### config.mk
export PLATFORM = sky130hd
export DESIGN_NAME = alu_rs_scheduler
export DESIGN_NICKNAME = d
export VERILOG_FILES = /design/src/rtl/alu_rs_scheduler_pkg.sv /design/src/rtl/alu_rs_age_picker.sv /design/src/rtl/alu_rs_scheduler.sv
export SDC_FILE = /design/constraint.sdc
export NUM_CORES = 2
export LEC_CHECK = 0
export CAP_MARGIN = 15
export CORE_UTILIZATION = 45
export DETAILED_ROUTE_END_ITERATION = 10
export HOLD_SLACK_MARGIN = 0.02
export PLACE_DENSITY = 0.76
export SYNTH_ARGS = -nofsm -noshare
export SYNTH_HDL_FRONTEND = slang
export SYNTH_HIERARCHICAL = 1
export SYNTH_SLANG_ARGS = --single-unit
### constraint.sdc
create_clock -name clk -period 3.29 [get_ports clk]
set_input_delay 0.658 -clock clk [delete_from_list [all_inputs] [get_ports clk]]
set_output_delay 0.658 -clock clk [all_outputs]
set_load 0.005 [all_outputs]
### src/rtl/alu_rs_scheduler_pkg.sv
// Shared types and constants for the ALU reservation station and its issue scheduler.
package alu_rs_scheduler_pkg;

    localparam int ALU_RS_DEPTH     = 8;
    localparam int ALU_RS_ROB_IDX_W = 5;

    typedef logic [ALU_RS_ROB_IDX_W-1:0] rs_tag_t;

    typedef struct packed {
        logic        valid;
        logic [3:0]  alu_op;
        logic [4:0]  rd_addr;
        logic [4:0]  rs1_addr;
        logic [4:0]  rs2_addr;
        logic [31:0] rs1_data;
        logic [31:0] rs2_data;
        rs_tag_t     rob_idx;
    } rs_t;

    typedef struct packed {
        rs_t     op;
        logic    rs1_rdy;
        logic    rs2_rdy;
        rs_tag_t rs1_tag;
        rs_tag_t rs2_tag;
    } alu_rs_slot_t;

    function automatic logic tag_hit(input logic cdb_valid, input rs_tag_t cdb_tag,
                                     input rs_tag_t tag);
        return cdb_valid && (cdb_tag == tag);
    endfunction

endpackage

### src/rtl/alu_rs_age_picker.sv
// Oldest-first picker: grants the eligible entry that no other eligible entry is older than.
// age[i][j] = 1 means entry i is older than entry j.
module alu_rs_age_picker #(
    parameter int DEPTH = 8
) (
    input  logic [DEPTH-1:0][DEPTH-1:0] age,
    input  logic [DEPTH-1:0]            eligible,
    output logic [DEPTH-1:0]            grant,
    output logic                        any
);

    logic [DEPTH-1:0] older;

    always_comb begin
        grant = '0;
        older = '0;
        for (int i = 0; i < DEPTH; i++) begin
            for (int j = 0; j < DEPTH; j++) begin
                older[j] = (j != i) && eligible[j] && age[j][i];
            end
            grant[i] = eligible[i] && !(|older);
        end
    end

    assign any = |eligible;

endmodule

### src/rtl/alu_rs_scheduler.sv
// ALU reservation station: dispatch buffering, CDB wakeup, oldest-ready select, registered issue.
// Optional ALU_RS_BYPASS_EN: a fully-ready dispatch goes straight to the issue reg when nothing older is eligible.
module alu_rs_scheduler
    import alu_rs_scheduler_pkg::*;
#(
    parameter int DEPTH     = ALU_RS_DEPTH,
    parameter int ROB_IDX_W = ALU_RS_ROB_IDX_W
) (
    input  logic                      clk,
    input  logic                      rst_n,
    input  logic                      flush,
    input  logic                      disp_valid,
    output logic                      disp_ready,
    input  rs_t                       disp_entry,
    input  logic                      disp_rs1_rdy,
    input  logic                      disp_rs2_rdy,
    input  logic [ROB_IDX_W-1:0]      disp_rs1_tag,
    input  logic [ROB_IDX_W-1:0]      disp_rs2_tag,
    input  logic                      cdb_valid,
    input  logic [ROB_IDX_W-1:0]      cdb_rob_idx,
    input  logic [31:0]               cdb_data,
    output logic                      issue_valid,
    output rs_t                       issue_entry,
    input  logic                      issue_ready,
    output logic [$clog2(DEPTH):0]    occupancy
);

    localparam int IDX_W = $clog2(DEPTH);
    localparam int CNT_W = IDX_W + 1;

    alu_rs_slot_t                  slot_q [DEPTH];
    logic [DEPTH-1:0][DEPTH-1:0]   age_q;
    rs_t                           issue_q;
    logic [CNT_W-1:0]              occ_q;

    logic [DEPTH-1:0] slot_valid, eligible, grant;
    logic             any_elig;
    logic [IDX_W-1:0] grant_idx, free_idx;
    alu_rs_slot_t     disp_slot;
    logic             adv, disp_fire, issue_fire, bypass, write_rs;

    always_comb begin
        slot_valid = '0;
        eligible   = '0;
        for (int i = 0; i < DEPTH; i++) begin
            slot_valid[i] = slot_q[i].op.valid;
            eligible[i]   = slot_q[i].op.valid && slot_q[i].rs1_rdy && slot_q[i].rs2_rdy;
        end
    end

    alu_rs_age_picker #(.DEPTH(DEPTH)) u_picker (
        .age      (age_q),
        .eligible (eligible),
        .grant    (grant),
        .any      (any_elig)
    );

    always_comb begin
        grant_idx = '0;
        free_idx  = '0;
        for (int i = DEPTH - 1; i >= 0; i--) begin
            if (!slot_valid[i]) free_idx = IDX_W'(i);
        end
        for (int i = 0; i < DEPTH; i++) begin
            if (grant[i]) grant_idx = IDX_W'(i);
        end
    end

    // x0 sources are ready with zero regardless of tag; otherwise a same-edge CDB hit is captured
    always_comb begin
        disp_slot          = '0;
        disp_slot.op       = disp_entry;
        disp_slot.op.valid = 1'b1;
        disp_slot.rs1_tag  = disp_rs1_tag;
        disp_slot.rs2_tag  = disp_rs2_tag;
        if (disp_entry.rs1_addr == 5'd0) begin
            disp_slot.rs1_rdy     = 1'b1;
            disp_slot.op.rs1_data = '0;
        end else if (disp_rs1_rdy) begin
            disp_slot.rs1_rdy = 1'b1;
        end else if (tag_hit(cdb_valid, cdb_rob_idx, disp_rs1_tag)) begin
            disp_slot.rs1_rdy     = 1'b1;
            disp_slot.op.rs1_data = cdb_data;
        end
        if (disp_entry.rs2_addr == 5'd0) begin
            disp_slot.rs2_rdy     = 1'b1;
            disp_slot.op.rs2_data = '0;
        end else if (disp_rs2_rdy) begin
            disp_slot.rs2_rdy = 1'b1;
        end else if (tag_hit(cdb_valid, cdb_rob_idx, disp_rs2_tag)) begin
            disp_slot.rs2_rdy     = 1'b1;
            disp_slot.op.rs2_data = cdb_data;
        end
    end

    assign disp_ready = (occ_q != CNT_W'(DEPTH));
    assign adv        = !issue_q.valid || issue_ready;
    assign disp_fire  = disp_valid && disp_ready;
    assign issue_fire = adv && any_elig;
`ifdef ALU_RS_BYPASS_EN
    assign bypass     = adv && !any_elig && disp_fire && disp_slot.rs1_rdy && disp_slot.rs2_rdy;
`else
    assign bypass     = 1'b0;
`endif
    assign write_rs   = disp_fire && !bypass;

    always_ff @(posedge clk or negedge rst_n) begin
        if (!rst_n) begin
            for (int i = 0; i < DEPTH; i++) slot_q[i] <= '0;
            age_q   <= '0;
            issue_q <= '0;
            occ_q   <= '0;
        end else if (flush) begin
            for (int i = 0; i < DEPTH; i++) slot_q[i].op.valid <= 1'b0;
            age_q         <= '0;
            issue_q.valid <= 1'b0;
            occ_q         <= '0;
        end else begin
            for (int i = 0; i < DEPTH; i++) begin
                if (slot_q[i].op.valid) begin
                    if (!slot_q[i].rs1_rdy && tag_hit(cdb_valid, cdb_rob_idx, slot_q[i].rs1_tag)) begin
                        slot_q[i].rs1_rdy     <= 1'b1;
                        slot_q[i].op.rs1_data <= cdb_data;
                    end
                    if (!slot_q[i].rs2_rdy && tag_hit(cdb_valid, cdb_rob_idx, slot_q[i].rs2_tag)) begin
                        slot_q[i].rs2_rdy     <= 1'b1;
                        slot_q[i].op.rs2_data <= cdb_data;
                    end
                end
            end
            if (issue_fire) begin
                slot_q[grant_idx].op.valid <= 1'b0;
                issue_q                    <= slot_q[grant_idx].op;
            end else if (bypass) begin
                issue_q <= disp_slot.op;
            end else if (adv) begin
                issue_q.valid <= 1'b0;
            end
            // new entry is younger than everything currently resident
            if (write_rs) begin
                slot_q[free_idx] <= disp_slot;
                age_q[free_idx]  <= '0;
                for (int j = 0; j < DEPTH; j++) begin
                    if (slot_valid[j]) age_q[j][free_idx] <= 1'b1;
                end
            end
            occ_q <= occ_q + CNT_W'(write_rs) - CNT_W'(issue_fire);
        end
    end

    assign issue_valid = issue_q.valid;
    assign issue_entry = issue_q;
    assign occupancy   = occ_q;

endmodule

* After elaboration in Yosys (flattened, before gate mapping) *
Cells that the tools add are included.

word-level totals
  word-level logic and storage cells = 431
  input bits = 144
  register bits after elaboration = 965

operators by class
  order comparisons = 6
  equality and inequality tests = 19
  bitwise operators = 13
  $add $sub $neg = 2
  muxes and demuxes = 129
  reductions and logical operators = 149

operators with widths
  operator            count
  $mux 808            3
  $bwmux 808          2
  $mux 64             18
  $mux 32             22
  $demux 101 s3       2
  $mux 101            4
  $bmux 101 s3        1
  $logic_and 1x1->1   111
  $eq 5x5->1          18
  $mux 89             1
  $mux 8              9
  $and 64x64->64      1
  $not 64->64         1
  $or 8x8->8          8
  $reduce_or 7->1     7
  $mux 3              14
  $mux 1              34
  $mux 2              16
  $demux 8 s3         1
  $logic_not 1->1     24
  $logic_not 5->1     2
  $ge 4x4->1 const B  2
  $lt 4x1->1 const B  2
  $not 3->4           2
  13 further kinds    13

* Logic depth before layout (Yosys ltp) *
  depth after elaboration = 24
  gate-level depth with buffers = 15
  mapped depth without buffers = 13

* By module *
The synthesis kept the hierarchy.

by module, submodules not included
  module             times used  sequential area each (um2)  area an instance (um2)  cells an instance
  alu_rs_scheduler   1           24148.2                     49153.4                 5230
  alu_rs_age_picker  1           0.0                         426.7                   51

* Worst setup path before layout *
Ideal clock, no wire load.

  kind = flip-flop to flip-flop
  start = reg slot_q[302] (netlist bit)
  end = reg issue_q (netlist bit issue_entry[83])
  path buffers = 5
  path slack = -0.015 ns
  setup time = 0.131 ns
  data arrival time = 3.174 ns
  stages on the path, launching flop included = 15
  period minus slack after synthesis = 3.305 ns
  path through = dfrtp_1 > clkbuf_1 > clkbuf_1 > and3_1 > buf_6 > a22o_1 > a221oi_2 > and4_1 > nor2_1 > o31ai_2 > clkbuf_1 > buf_2 > mux2_2 > a221oi_1 > a31oi_1

on the way
  elaborated cells on any way between the ends = 41

RTL lines
  element                                       line                     text
  start, declared                               alu_rs_scheduler.sv:31   alu_rs_slot_t slot_q [DEPTH];
  start signal, assigned by index               alu_rs_scheduler.sv:141  slot_q[free_idx] <= disp_slot;
  $logic_and 1x1->1 (2 in series)               alu_rs_scheduler.sv:47   eligible[i] = slot_q[i].op.valid && slot_q[i].rs1_rdy && slot_q[i].rs2_rdy;
  named net eligible[5]                         alu_rs_scheduler.sv:36   logic [DEPTH-1:0] slot_valid, eligible, grant;
  $logic_and 1x1->1                             alu_rs_age_picker.sv:19  older[j] = (j != i) && eligible[j] && age[j][i];
  $reduce_or 7->1                               alu_rs_age_picker.sv:21  grant[i] = eligible[i] && !(|older);
  $logic_not 1->1                               alu_rs_age_picker.sv:21
  $logic_and 1x1->1                             alu_rs_age_picker.sv:21
  named net grant[2]                            alu_rs_scheduler.sv:36
  $mux 3 (6 in series)                          alu_rs_scheduler.sv:65   if (grant[i]) grant_idx = IDX_W'(i);
  $not 3->4 (implied by the code)               alu_rs_scheduler.sv:133  issue_q <= slot_q[grant_idx].op;
  $bmux 101 s3                                  alu_rs_scheduler.sv:133
  $mux 101 (implied by the code) (2 in series)  alu_rs_scheduler.sv:133
  end signal, assigned                          alu_rs_scheduler.sv:133
  end signal, assigned                          alu_rs_scheduler.sv:135  issue_q <= disp_slot.op;
  end, declared                                 alu_rs_scheduler.sv:33   rs_t issue_q;

The timed path passes the listed nets, and every way through them passes these cells. The select of a mux whose other input is x is not followed.
A chain may end at the register's enable or synchronous reset.

* Final worst setup path *
  start = in disp_entry[77] (netlist bit)
  end = reg slot_q[484] (netlist bit)

on the way
  word-level cells in the longest chain between the ends = 4

RTL lines
  element          line                     text
  start, declared  alu_rs_scheduler.sv:14   input rs_t disp_entry,
  $logic_not 5->1  alu_rs_scheduler.sv:76   if (disp_entry.rs1_addr == 5'd0) begin
  $mux 32          alu_rs_scheduler.sv:76
  $bwmux 808       alu_rs_scheduler.sv:141
  $mux 808         alu_rs_scheduler.sv:140  if (write_rs) begin

Every way passes these cells.

==> out/results.ini <==
[status]
status=finished with violations
violations=negative setup slack

[global_route]
overflow=0
grt_pass1_wl_mm=296
antenna_found_initial=14
busiest_layer=met2
grt_max_degree=161
groute.layer.met2.usage=0.514
use_met1=0.438
grt_pass1_vias=47400
grtUsageMet3=0.120
grtUsageTotal=0.350

[clocking]
clock-sinks=950
h-tree-depth=3
cts_inserted_buffers=101
cts_tree=yes
root_buffer=clkbuf_16
clk_pin_slew_ps=60
cts_buffer_depth=3
clk_latency_ps=720

[detailed_routing]
final_antenna_net_count=0
drtIter0Drc=7401
vias=47500
drc=0
drt_wl_total_mm=198
drt-pass1-iter-count=9
viasPerCell=6.87
wl_per_cell_um=28.7

[floorplanning]
die-width_um=332
initial_core_util=0.456
ios=239
core_mm2=0.108
dieArea_mm2=0.110
die_h_um=332
rows=120

[synthesis]
syn_avg_cell_area_um2=9.36
syn_nets=5385
synthCells=5235
ys_warn_count=6
synth_area_mm2=0.0490

[timing]
hold_violations=0
slew_viol_final=0
setup_viol=3
fin_hold_ws_ps=445
maxSlewHeadroom=0.199
final.min_clock_period_ps=3320
timing.final.ws_setup_ps=-29.1
finClkSkew_ps=26.4
fmax_ghz=0.301
worst_pin_slew_ps=1190
rsz0062_at_grt=true
fin_crit_sh=1.01
fin_setup_tns_ps=-62.4

[critical_path]
crit_required_ps=3880
cp_max_fo=33
end_kind=flop
critical-path-top-delay-family=compound AO/OA/AOI/OAI gates
cp-start-kind=primary input
crit_type=in2reg
slowest_delay_ps=970
cp.arrival_ps=3910
slowest_stage=o21ai_0
cp_cell_sequence=clkdlybuf4s50_1 > or4_4 > buf_4 > o21ai_0 > a21oi_1 > or2_1 > a221o_1
cp.buffers_inverters=2

[place]
dp_worst_setup_slack_ps=-464
dpl.hpwl_mm=123
dpl.cell_count=6707
port_buffers=237
gp_congestion=0.957

[finish]
nNetsFinal=5570
multi_input_area_mm2=0.0225
syn2layout_area_growth_pct=20.7
utilization=0.550
drive_gt1_frac=0.168
register_area_mm2=0.0238
nFillCells=9079
finalNonFillerCells=6907

[pwr]
p_per_area_mw_per_mm2=589
p_leak_nw=26.3
ir_drop_mv=0.451

[worst_hold_path]
worst_hold_path_type=in2async

[flow_run]
max-cap-violations=0

-- path summary, 6_finish.rpt --
path / startpoint / to / slack, ps / cells after the start
min in group clk: slot_q[16] / slot_q[16] / 460 / 2
max in group asynchronous: rst_n / age_q[29] / 1650 / 3
setup / recovery: disp_entry[77] / slot_q[484] / -30 / 7
hold reg to reg: slot_q[16] / slot_q[16] / 460 / 2
setup reg to reg: slot_q[515] / issue_entry[8] / 50 / 12
hold / removal: rst_n / slot_q[596] / 450 / 2
-- cells in the final DEF, fill, tap and decap left out, types with 55 or more instances in the layout --
| cell | instances |
|---|---|
| mux2_2 | 237 |
| a31oi_1 | 271 |
| nand2_1 | 805 |
| nor4_1 | 55 |
| buf_4 | 276 |
| o211ai_1 | 89 |
| dfrtp_1 | 950 |
| o21ai_0 | 235 |
| nand3_1 | 172 |
| a221oi_1 | 177 |
| inv_1 | 228 |
| clkbuf_16 | 103 |
| a21oi_1 | 136 |
| a211oi_1 | 101 |
| nor2_1 | 292 |
| a221o_1 | 92 |
| nor3_1 | 86 |
| buf_12 | 114 |
| and4_1 | 96 |
| o221ai_1 | 101 |
| clkdlybuf4s50_1 | 233 |
-- flip-flops by register name, indices dropped and copies added (netlist names) --
register	count
slot_q	808
issue_valid	1
occupancy	4
age_q	49
issue_entry	88
-- stage by stage --
step	power (W)	instance area (µm²)
after floorplan	0.0190	49000
after global placement	0.0227	55500
after detailed placement	0.0230	55500
after CTS	0.0346	58900
after global routing	0.0360	59200
final	0.0348	59200
-- final cells by class --
| class | instances | share of cell area |
|---|---|---|
| Clock buffer | 157 | 0.0524 |
| Timing Repair Buffer | 633 | 0.116 |
| Multi-Input combinational cell | 3506 | 0.381 |
| Clock inverter | 26 | 0.00482 |
| Antenna cell | 4 | 0.000169 |
| Sequential cell | 950 | 0.402 |
| Tap cell | 1403 | 0.0297 |
| Inverter | 228 | 0.0145 |
-- power by group --
group | internal, W | switching (W)
clock network | 0.00670 | 0.00502
registers | 0.0138 | 0.00145
logic | 0.00368 | 0.00415
total | 0.0242 | 0.0106
-- metal layers --
metal | vias up | part of all wire
li1 | 19500 | -
met4 | 22 | 0.076
met2 | 4004 | 0.43
met3 | 995 | 0.14
met1 | 22900 | 0.35
met5 | - | 0.00071
-- repair_timing --
action,4_1_cts,5_1_grt
setup endpoints to repair,3,75
pin swaps,1,3
hold endpoints to repair,15,0
hold buffers,1,0
cloned,1,2
resized for setup,1,24
buffers inserted,2,8
(Power assumes the default switching activity.)
